<file path="src/rtl/encode_sample_gen.sv">
// encode_sample_gen: periodic encoder W/X sample generator with a single-cycle update strobe.
// Optional macro ENCODE_JITTER_EN alternates long/short update intervals by +/-JITTER clocks.
`default_nettype none

module encode_sample_gen #(
  parameter real TCQ             = 0.1,
  parameter int  ENCODE_WID      = 32,
  parameter int  ENCODE_MASK_WID = 18,
  parameter int  PERIOD_WID      = 16,
  parameter int  JITTER          = 3
) (
  input  logic                  clk_i,
  input  logic                  rst_n_i,
  input  logic                  start_i,
  input  logic                  stop_i,
  input  logic [PERIOD_WID-1:0] period_i,
  input  logic [ENCODE_WID-1:0] w_init_i,
  input  logic [ENCODE_WID-1:0] x_init_i,
  input  logic [ENCODE_WID-1:0] w_step_i,
  input  logic [ENCODE_WID-1:0] x_step_i,
  input  logic                  x_dir_i,
  output logic                  busy_o,
  output logic                  encode_update_o,
  output logic [ENCODE_WID-1:0] encode_w_o,
  output logic [ENCODE_WID-1:0] encode_x_o,
  output logic [31:0]           update_cnt_o
);

  localparam int CNT_WID = PERIOD_WID + 1;
  localparam logic [ENCODE_WID-1:0] W_MAX =
    {{(ENCODE_WID-ENCODE_MASK_WID){1'b0}}, {ENCODE_MASK_WID{1'b1}}};

  typedef enum logic [0:0] {S_IDLE = 1'b0, S_RUN = 1'b1} state_t;

  state_t                r_state;
  logic [PERIOD_WID-1:0] r_period;
  logic [CNT_WID-1:0]    r_cnt;
  logic                  r_phase;
  logic                  r_busy;
  logic                  r_update;
  logic [ENCODE_WID-1:0] r_w;
  logic [ENCODE_WID-1:0] r_x;
  logic [31:0]           r_update_cnt;

  logic [PERIOD_WID-1:0] w_period_start;
  logic [ENCODE_WID-1:0] w_w_sum;
  logic [ENCODE_WID-1:0] w_w_next;
  logic [ENCODE_WID-1:0] w_x_next;
  logic [CNT_WID-1:0]    w_term;
  logic                  w_unused;

  assign w_period_start = (period_i == '0) ? PERIOD_WID'(1) : period_i;

  // Overflowing the W ring skips zero: the wrapped value is offset by one.
  assign w_w_sum  = r_w + w_step_i;
  assign w_w_next = (w_w_sum > W_MAX)
                  ? ({{(ENCODE_WID-ENCODE_MASK_WID){1'b0}}, w_w_sum[ENCODE_MASK_WID-1:0]}
                     + ENCODE_WID'(1))
                  : w_w_sum;
  assign w_x_next = x_dir_i ? (r_x + x_step_i) : (r_x - x_step_i);

`ifdef ENCODE_JITTER_EN
  logic [CNT_WID-1:0] w_term_long;
  logic [CNT_WID-1:0] w_term_short;
  assign w_term_long  = {1'b0, r_period} + CNT_WID'(JITTER);
  assign w_term_short = (r_period > PERIOD_WID'(JITTER))
                      ? ({1'b0, r_period} - CNT_WID'(JITTER))
                      : CNT_WID'(1);
  assign w_term       = r_phase ? w_term_short : w_term_long;
`else
  assign w_term = {1'b0, r_period};
`endif

  assign w_unused = (TCQ > 0.0) ^ (JITTER != 0) ^ r_phase;

  always_ff @(posedge clk_i or negedge rst_n_i) begin
    if (!rst_n_i) begin
      r_state      <= S_IDLE;
      r_period     <= '0;
      r_cnt        <= '0;
      r_phase      <= 1'b0;
      r_busy       <= 1'b0;
      r_update     <= 1'b0;
      r_w          <= '0;
      r_x          <= '0;
      r_update_cnt <= '0;
    end else begin
      case (r_state)
        S_IDLE: begin
          r_update <= 1'b0;
          if (start_i) begin
            r_period     <= w_period_start;
            r_w          <= w_init_i;
            r_x          <= x_init_i;
            r_cnt        <= '0;
            r_phase      <= 1'b0;
            r_update_cnt <= '0;
            r_busy       <= 1'b1;
            r_state      <= S_RUN;
          end
        end
        S_RUN: begin
          // Stop has priority over a coinciding terminal count.
          if (stop_i) begin
            r_update <= 1'b0;
            r_busy   <= 1'b0;
            r_state  <= S_IDLE;
          end else if (r_cnt == w_term) begin
            r_cnt        <= '0;
            r_update     <= 1'b1;
            r_update_cnt <= r_update_cnt + 32'd1;
            r_w          <= w_w_next;
            r_x          <= w_x_next;
            r_phase      <= ~r_phase;
          end else begin
            r_cnt    <= r_cnt + CNT_WID'(1);
            r_update <= 1'b0;
          end
        end
        default: begin
          r_state  <= S_IDLE;
          r_busy   <= 1'b0;
          r_update <= 1'b0;
        end
      endcase
    end
  end

  assign busy_o          = r_busy;
  assign encode_update_o = r_update;
  assign encode_w_o      = r_w;
  assign encode_x_o      = r_x;
  assign update_cnt_o    = r_update_cnt;

endmodule

`default_nettype wire

</file>
<file path="config.mk">
export PLATFORM = sky130hd
export DESIGN_NAME = encode_sample_gen
export DESIGN_NICKNAME = d
export VERILOG_FILES = /design/src/rtl/encode_sample_gen.sv
export SDC_FILE = /design/constraint.sdc
export NUM_CORES = 1
export LEC_CHECK = 0
export BUFFER_PORTS_ARGS = -buffer_cell sky130_fd_sc_hd__buf_4
export CELL_PAD_IN_SITES_DETAIL_PLACEMENT = 1
export CELL_PAD_IN_SITES_GLOBAL_PLACEMENT = 1
export CORE_MARGIN = 2
export CORE_UTILIZATION = 45
export CTS_BUF_LIST = sky130_fd_sc_hd__clkbuf_8
export DETAILED_ROUTE_END_ITERATION = 12
export MAX_ROUTING_LAYER = met4
export PLACE_DENSITY_LB_ADDON = 0.12
export RECOVER_POWER = 100
export SYNTH_ARGS = -nofsm -noshare
export SYNTH_HDL_FRONTEND = slang
export SYNTH_SLANG_ARGS = --single-unit
</file>
<file path="constraint.sdc">
create_clock -name clk_i -period 7.07 [get_ports clk_i]
set_input_delay 1.0605 -clock clk_i [delete_from_list [all_inputs] [get_ports clk_i]]
set_output_delay 1.0605 -clock clk_i [all_outputs]
set_load 0.05 [all_outputs]
</file>
==> results.md, run 1 <==
* Run status: finished with violations
* Violated checks: capacitance limit, slew limit
* Post-synth EDFFs at 0
* # H-tree levels at 4
* Vias/cell at 5.99
* Adder-cell share of the synthesized area at 0.0803
* Clock sinks at 132
* Compound-Gate Fraction of Synth Area at 0.237
* DRT Wirelength at 38.3 mm
* Setup violators final at 0
* Netlist cell types at 93
* Hold Buf Count CTS at 0
* Largest family of logic cells by synthesized area: compound AO/OA/AOI/OAI gates
* WL met3 at 1.73 mm
* Final-report max-slew violation count at ~290
* FF-to-FF End: encode_w_o[14]
* GRT Total Usage at 0.310
* Seq/Total Area, Yosys at 0.306
* Post-CTS sizing at 0
* Final hold viol count at 0
* Layout Nets at 1712
* Synth Warn # at 0
* Clock buffer count from CTS at 17
* Synth Net Count at 1492
* Top Ports at 247
* Highest routed layer: met4
* Cell Pwr Density at roughly 320 nW/um^2
* HPWL after DPL at between 20 and 30 mm
* DR iter-0 viols at 667
* Core Rows at 56
* Unrepaired setup endpoints after global routing: no
* Max-cap violation count at 6
* Die height at 159 um
* Min-delay src: r_cnt[16]
* Worst-margin pin slew at 3.99 ns
* Largest net degree at the start of global routing at 73
* Worst path arrival time at 5.96 ns
* Detail Route Antenna Nets at 0
* Post-layout minimum cycle time at roughly 5.6 ns
* Die area at 25200 um^2
* Drt pass-1 iters at 5
* Worst-Skew Late Latency at about 0.47 ns
* Worst Hold Path Cells at 1
* DR vias at 10900
* Number of global-route vias before repair at 11500
* Setup CP Type: register to register
* Path depth of the worst reg2reg path at 8
* Top_reg_cell synth: dfrtp_1
* First-pass GRT wire length at a little over 60 mm
* Placement Cell Area at 12800 um^2
* Worst R2R Start: r_state
* CTS tree: yes
* Clock Skews at 0.0258 ns
* Max VDD drop at 0.000266 V
* Mapped Cells at 1275
* Post-CTS Setup Inserts at 0
* Ratio of cells with drive above 1 in the final layout at 0.144
* Gpl congestion at 0.899
* Drc violations at 0
* Area Growth Syn to Fin at 18.8%
* Crit end category: register
* Clock slew at reported path FFs at 0.09 ns
* Leakage at 0.00570 uW
* Starting Density at 0.459
* Max transition margin at -1.66
* Worst reg2reg setup slack at 1.48 ns
* Initial antenna violation count at 1
* Synthesized flop and latch total at 132
* Metal2 WL at about 18 mm
* Setup TNS at 0 ns
* XOR/XNOR Fraction of Synth Area at 0.102
* Multiplexer share of the synthesized area at 0.0123
* Hold path endpoint: r_cnt[16]
* Port bufs at 246
* Total gr overflow at 0
* Die W at 159 um
* # fillers at a little under 3000
* Startpoint Class: register
* Cell area after layout at roughly 13000 um^2
* Post-synth ARST share at 1.00
* Cell Area, Synth at 10800 um^2
* Area of the core at roughly 23000 um^2
* Drt wl/cell at around 21 um
* Root Buffer: clkbuf_8
* Post-Synth Simple-Gate Area at 0.223
* Min-Delay Path Class: register to register
* Met1 WL at 17.2 mm
* CP max FO at 64
* Deepest clock path buffer count at 2
* Syn Area/Cell at about 8.5 um^2
* Period utilization at 0.791
* Achievable clock frequency at approximately 180 MHz
* Req. time, crit path at 7.44 ns
[cell families (layout without fill, tap and decap cells)]
family / after synthesis / after routing
muxes: 13 / 13
and+or+nand+nor: 476 / 476
xor gates and xnor gates: 126 / 126
DFF: 132 / 132
adders and majority gates: 68 / 68
AOI/OAI and AO/OA: 377 / 377
other: 0 / 1
buffers and inverters: 83 / 315
[worst max path at each step]
| stage | startpoint | endpoint | slack [ns] | cells after the start |
|---|---|---|---|---|
| 5_1_grt | rst_n_i | encode_x_o[1] | 0.92 | 2 |
| 4_1_cts | x_step_i[2] | encode_x_o[29] | 2.18 | 18 |
| 3_5_place_dp | x_step_i[2] | encode_x_o[29] | 1.69 | 18 |
| 3_3_place_gp | x_step_i[8] | encode_x_o[29] | 1.91 | 18 |
| 2_1_floorplan | x_step_i[8] | encode_x_o[29] | 2.56 | 17 |
| 6_report | r_state | encode_w_o[14] | 1.48 | 8 |
[where the power goes]
group	switching [uW]	internal, uW
Sequential	155	887
Combinational	1570	779
Clock	366	399
[per-layer routing]
layer,vias to the layer above,global-route usage
met5,-,-
met4,0,0.102
met3,62,0.0444
met2,295,0.505
met1,5450,0.399
li1,5138,-
[synth_stat cells, types with 12 or more instances]
cell      count  area share
a211oi_1     15       0.010
a21o_1       28       0.019
a21oi_1      85       0.039
a22o_1       16       0.013
a22oi_1      37       0.026
a31oi_1      14      0.0081
and3_1       21       0.012
clkbuf_1     30       0.010
dfrtp_1     132        0.31
ha_1         66       0.077
inv_1        33       0.011
nand2_1     137       0.048
nand3_1      47       0.022
nand4_1      26       0.015
nor2_1      113       0.039
nor3_1       21      0.0097
o211ai_1     13      0.0091
o21ai_0      79       0.037
o31ai_1      15       0.010
or3_1        12      0.0070
or4_1        12      0.0084
xnor2_1      51       0.041
xor2_1       75       0.061
[layout by cell type (no fill, tap or decap), drive strengths merged, types with 12 or more instances in the layout]
cell    netlist  final
nand4        27     27
nand3        47     47
a21o         28     28
a211oi       16     16
nand2       138    138
inv          33     36
o21ai        88     88
and2         12     12
a21oi        87     87
buf          16    147
o31ai        16     16
o211ai       14     14
nor2        114    114
a22oi        38     38
a22o         17     17
and3         22     22
or4          12     12
xnor2        51     51
a31oi        15     15
xor2         75     75
or3          14     14
nor3         22     22
ha           66     66
clkbuf       34    122
dfrtp       132    132
[registers in the layout, summed over array words and instances, names as in the netlist]
| register | count |
|---|---|
| busy_o | 1 |
| r_cnt | 17 |
| update_cnt_o | 32 |
| r_state | 1 |
| encode_w_o | 32 |
| encode_x_o | 32 |
| r_period | 16 |
| encode_update_o | 1 |
[layout make-up]
class,count,area [um^2],area share
timing repair buffer,251,1500,0.117
clock inverter,13,198,0.0154
multi-input combinational,1060,7030,0.549
sequential,132,3300,0.258
clock buffer,18,248,0.0193
antenna,1,2.50,0.000195
tap,319,399,0.0312
inverter,33,124,0.00967
[worst max-delay path, stage by stage (launching register included)]
cell and delay [ns]:
dfrtp_1 0.70, inv_1 0.22, nand2_1 0.55, and2_0 0.36
inv_1 0.23, nand2_1 0.43, clkbuf_1 2.27, a22oi_1 0.46
nand3_1 0.25
[per-stage QoR]
step                setup slack, ns  total power, uW   util  hold WS [ns]  cells
floorplan                      2.56             2760      -         0.446   1275
global placement               1.91             3420  0.545         0.467   1795
detailed placement             1.69             3480  0.545         0.484   1795
CTS                            2.18             4260  0.564         0.502   1826
global route                  0.917             4410  0.545         0.535   1827
finish                         1.48             4160  0.545         0.508   1827
No activity file was read; power rests on OpenSTA's default activity.
==> run 2: changes to the inputs <==
CORE_UTILIZATION = 42   (was 45)
clock period = 5.8 ns   (was 7.07 ns; I/O delays follow)
==> run 2 against run 1 <==
The run still ends with capacitance limit, slew limit left. Via count decreased by 0.89%. Critical endpoint is now encode_w_o[28]. Clock skew decreased by 0.0051 ns. Global-route usage decreased by 2.8 points. Sequential power increased by 22%. Sequential share of layout area about the same. Non-clock buffer count increased by 2. Register-to-register slack got worse by 0.48 ns. Setup slack got worse by 0.48 ns.
==> results.md, run 2 (synthesis gave the netlist of run 1 again) <==
* Number of global-route vias before repair at approximately 11000
* Startpoint Class: register
* Port bufs at 246
* CTS tree: yes
* Achievable clock frequency at 208 MHz
* Hold Buf Count CTS at 0
* Root Buffer: clkbuf_8
* Run status: finished with violations
* Starting Density at 0.428
* Most common cell after layout, fill and taps aside: buf_4
* Worst-margin pin slew at just over 4 ns
* Post-CTS Setup Inserts at 0
* Drt pass-1 iters at 7
* Setup violators final at 0
* Req. time, crit path at 6.17 ns
* Clock Skews at around 0.021 ns
* Violated checks: capacitance limit, slew limit
* Ratio of cells with drive above 1 in the final layout at 0.148
* DR vias at 10800
* Worst path arrival time at 5.18 ns
* Crit-path max cell delay at about 2.7 ns
* Deepest clock path buffer count at 2
* Clock slew at reported path FFs at about 0.08 ns
* Post-CTS sizing at 0
* Die area at 27000 um^2
* Area of the multi-input gates at 7060 um^2
* Area of the core at 25200 um^2
* # H-tree levels at 4
* Total gr overflow at 0
* Setup TNS at 0 ns
* Area Growth Syn to Fin at 18.8%
* Unrepaired setup endpoints after global routing: no
* Die height at about 160 um
* Switch share at 0.520
* First-pass GRT wire length at 58.7 mm
* Gpl congestion at 0.897
* Die W at approximately 160 um
* Final hold viol count at 0
* Final-report max-slew violation count at 129
* Internal power at 2350 uW
* Cell area after layout at approximately 13000 um^2
* Max transition margin at -1.74
* Placement Cell Area at 12800 um^2
* HPWL after DPL at roughly 29 mm
* Leakage at between 0.005 and 0.006 uW
* DR iter-0 viols at 595
* Crit end category: register
* Critical-path top delay cell: nor2b_1
* CP Cell Sequence: nor2b_1 -> clkbuf_1 -> a22o_1
* Clock sinks at between 100 and 150
* DRT Wirelength at 37.1 mm
* Gate power share at 0.584
* Max VDD drop at 0.000177 V
* Core Rows at 58
* Top Ports at about 250
* Layout Nets at 1714
* Worst-Skew Late Latency at 0.45 ns
* NetSw at 2550 uW
* CP max FO at 44
* Initial antenna violation count at 3
* Vias/cell at between 5 and 6
* Post-layout minimum cycle time at 4.80 ns
* Setup CP Type: register to register
* GRT Total Usage at 0.282
* Period utilization at 0.828
* Min-Delay Path Class: register to register
* Largest net degree at the start of global routing at 84
* Clock buffer count from CTS at 17
* # fillers at 3108
* Drt wl/cell at 20.1 um
* Most frequent cells in the layout: buf_4 (151), nand2_1 (137), dfrtp_1 (132)
* FF/Latch Area at roughly 3300 um^2
* Sequential share of power at 0.259
* Detail Route Antenna Nets at 0
* Clock share of power at 0.157
* Max-cap violation count at 2
* Cell Pwr Density at 383 nW/um^2
* Worst reg2reg setup slack at 1.0 ns
* Drc violations at 0
## run 2: cell types whose count changed in the layout (fill, tap and decap cells not counted), sizes merged
cell,delta
buf,+4
bufinv,-4
clkbuf,-4
clkdlybuf4s25,+1
clkinv,-2
clkinvlp,+2
diode,+2
inv,+6
## run 2: path summary, 6_finish.rpt
check / startpoint / endpoint / cells past startpoint
setup reg to reg: r_state / encode_w_o[28] / 3
min in group asynchronous: rst_n_i / encode_x_o[3] / 1
max in group asynchronous: rst_n_i / encode_x_o[23] / 2
setup / recovery: r_state / encode_w_o[28] / 3
hold / removal: r_cnt[16] / r_cnt[16] / 1
hold reg to reg: r_cnt[16] / r_cnt[16] / 1
## run 2: metal layers
layer | vias to the layer above | global-route usage | wire, um
li1 | 5149 | - | -
met1 | 5404 | 0.365 | 16700
met4 | 0 | 0.0682 | 665
met2 | 259 | 0.467 | 18000
met5 | - | - | 0
met3 | 36 | 0.0384 | 1750
## run 2: layout make-up
class	count	area share
timing repair buffer	253	0.119
inverter	33	0.00967
sequential	132	0.258
antenna	3	0.000586
clock inverter	15	0.0110
multi-input combinational	1060	0.551
tap	330	0.0322
clock buffer	17	0.0183
## run 2: power groups by stage
stage               registers (uW)  clock network, uW  logic, uW
global placement              1280                  0       2900
floorplan                     1680                  0       1680
CTS                           1270                786       2970
finish                        1270                772       2860
global route                  1290                824       3120
detailed placement            1290                  0       2950
## run 2: stage by stage
stage	std cells	setup slack [ns]	power [uW]	util	hold WS, ns
4_1_cts	1840	1.18	5030	0.524	0.497
2_1_floorplan	1275	1.48	3360	-	0.446
6_report	1843	0.995	4900	0.509	0.498
3_5_place_dp	1808	0.731	4240	0.509	0.478
3_3_place_gp	1808	0.897	4180	0.509	0.474
5_1_grt	1843	0.553	5230	0.509	0.528
## run 2: critical path: cells and delay by family, from the launching register on
family,cells,cell delay (ns)
compound gates,1,0.29
buf+inv,1,1.08
flops,1,0.61
simple gates,1,2.73
==> run 3: changes to the inputs <==
clock period = 4.46 ns   (was 5.8 ns; I/O delays follow)
==> run 3 against run 2 <==
Utilization rose by 0.78 points. Via count increased by 0.36%. Final area grew 1.5%. Global-route usage is 0.78 points higher. Flip-flop and latch count is the same. Sequential share of layout area decreased by 0.39 points. The flow still finishes with violations (capacitance limit, slew limit). Critical path type unchanged. Maximum frequency up 17%. First-iteration DRC count increased by 0.84%.
==> results.md, run 3 (synthesis gave the netlist of run 1 again) <==
* Root Buffer: clkbuf_8
* Cell Pwr Density at 499 nW/um^2
* Port bufs at 246
* Post-layout minimum cycle time at 4.10 ns
* Path depth of the worst reg2reg path at 9
* Period utilization at 0.920
* # H-tree levels at 4
* Worst path arrival time at about 4.5 ns
* Ratio of cells with drive above 1 in the final layout at 0.160
* Max-cap violation count at 5
* Setup CP Type: register to register
* GRT Total Usage at 0.290
* Drt pass-1 iters at 5
* Min-Delay Path Class: primary input to register
* Post-CTS Setup Inserts at 0
* Run status: finished with violations
* Violated checks: capacitance limit, slew limit
* Req. time, crit path at 4.86 ns
* Initial antenna violation count at 0
* Most frequent cells in the layout: buf_4 (174), nand2_1 (137), dfrtp_1 (132)
* First-pass GRT wire length at 59.9 mm
* Gpl congestion at a little over 0.9
* Core Rows at 58
* Clock slew at reported path FFs at 0.10 ns
* Critical-path top delay cell: or2_1
* Critical Path Start: r_cnt[8]
* Vias/cell at 5.82
* Startpoint Class: register
* Area of the core at ~25000 um^2
* CP max FO at 42
* Gate power share at 0.584
* Leakage at between 0.005 and 0.006 uW
* Cell area after layout at between 10000 and 15000 um^2
* Most common cell after layout, fill and taps aside: buf_4
* Placement Cell Area at ~13000 um^2
* Die area at 27000 um^2
* Die W at 164 um
* Worst-margin pin slew at ~2.1 ns
* Worst reg2reg setup slack at 0.36 ns
* Crit-path max cell delay at 0.88 ns
* Max VDD drop at 0.000351 V
* Die height at 164 um
* Internal power at 3160 uW
* Total gr overflow at 0
* Cell mode on critical path: nand3_1
* Setup TNS at 0 ns
* Drt wl/cell at around 20 um
* Switch share at 0.513
* DR vias at 10900
* Achievable clock frequency at 244 MHz
* Layout Nets at 1745
* Clock Skews at 0.0194 ns
* Setup violators final at 0
* Final hold viol count at 0
* Unrepaired setup endpoints after global routing: no
* Ant. Diodes at 0
* Starting Density at 0.428
* Largest net degree at the start of global routing at 78
* Clock buffer count from CTS at 17
* Crit end category: register
* FF-to-FF End: encode_w_o[6]
* Hold Buf Count CTS at 0
* DRT Wirelength at around 38 mm
* Worst R2R Start: r_cnt[8]
* Drc violations at 0
* Number of global-route vias before repair at 11100
* DR iter-0 viols at 600
* Area Growth Syn to Fin at 20.6%
* Worst setup path end: encode_w_o[6]
* Post-CTS sizing at 0
* Top Ports at 247
* Sequential share of power at 0.253
* Clock sinks at 132
* CTS tree: yes
* NetSw at 3330 uW
* CP Cell Sequence: xnor2_1 -> nand4_1 -> nor4_1 -> nand3_1 -> or2_1 -> inv_1 -> clkbuf_1 -> o311ai_0 -> nand3_1
* Max transition margin at -0.381
* Detail Route Antenna Nets at 0
* HPWL after DPL at 29.1 mm
* Worst-Skew Late Latency at 0.47 ns
* Clock share of power at 0.163
* Final-report max-slew violation count at ~220
* Deepest clock path buffer count at 2
==> run 3: area by class of cell <==
| cell class | count | area [um^2] |
|---|---|---|
| Clock inverter | 15 | 149 |
| Timing Repair Buffer | 284 | 1720 |
| Sequential cell | 132 | 3300 |
| Clock buffer | 17 | 234 |
| Fill cell | 3132 | 12200 |
| Tap cell | 330 | 413 |
| Multi-Input combinational cell | 1060 | 7060 |
| Inverter | 33 | 124 |
==> run 3: worst min path at each step <==
stage                 from       endpoint  slack (ns)  cells past startpoint
2_1_floorplan      rst_n_i         busy_o        0.37                      0
3_3_place_gp     r_cnt[16]      r_cnt[16]        0.47                      1
3_5_place_dp     r_cnt[16]      r_cnt[16]        0.47                      1
4_1_cts            rst_n_i  encode_x_o[2]        0.25                      1
5_1_grt        period_i[4]    r_period[4]        0.39                      3
6_report       period_i[7]    r_period[7]        0.40                      3
==> run 3: worst max-delay path, delay by kind of cell, from the launching register on <==
family	cells	cell delay [ns]
and+or+nand+nor	5	1.78
buffers and inverters	2	1.24
AOI/OAI and AO/OA	1	0.35
xor gates and xnor gates	1	0.21
DFF	1	0.44
==> run 3: per-stage QoR <==
| step | cells | hold slack (ns) | power [uW] | util | setup slack (ns) |
|---|---|---|---|---|---|
| 6_report | 1871 | 0.398 | 6490 | 0.516 | 0.357 |
| 5_1_grt | 1871 | 0.386 | 6920 | 0.516 | 0.0232 |
| 4_1_cts | 1871 | 0.245 | 6670 | 0.533 | 0.445 |
| 3_3_place_gp | 1839 | 0.469 | 5520 | 0.518 | 0.122 |
| 2_1_floorplan | 1275 | 0.373 | 4370 | - | 0.338 |
| 3_5_place_dp | 1839 | 0.473 | 5590 | 0.518 | -0.0449 |
==> run 3: routing by layer <==
| metal | share of wire | vias to the layer above | track usage |
|---|---|---|---|
| met5 | 0 | - | - |
| met4 | 0.017 | 0 | 0.0694 |
| met3 | 0.050 | 45 | 0.0457 |
| met2 | 0.48 | 256 | 0.476 |
| met1 | 0.45 | 5370 | 0.375 |
| li1 | - | 5216 | - |
==> run 3: power by group through the flow <==
stage / sequential [uW] / combinational (uW) / clock [uW]
after floorplan: 2190 / 2180 / 0
after detailed placement: 1660 / 3920 / 0
after global placement: 1660 / 3860 / 0
after global routing: 1670 / 4140 / 1110
final: 1640 / 3790 / 1060
after CTS: 1640 / 3950 / 1080
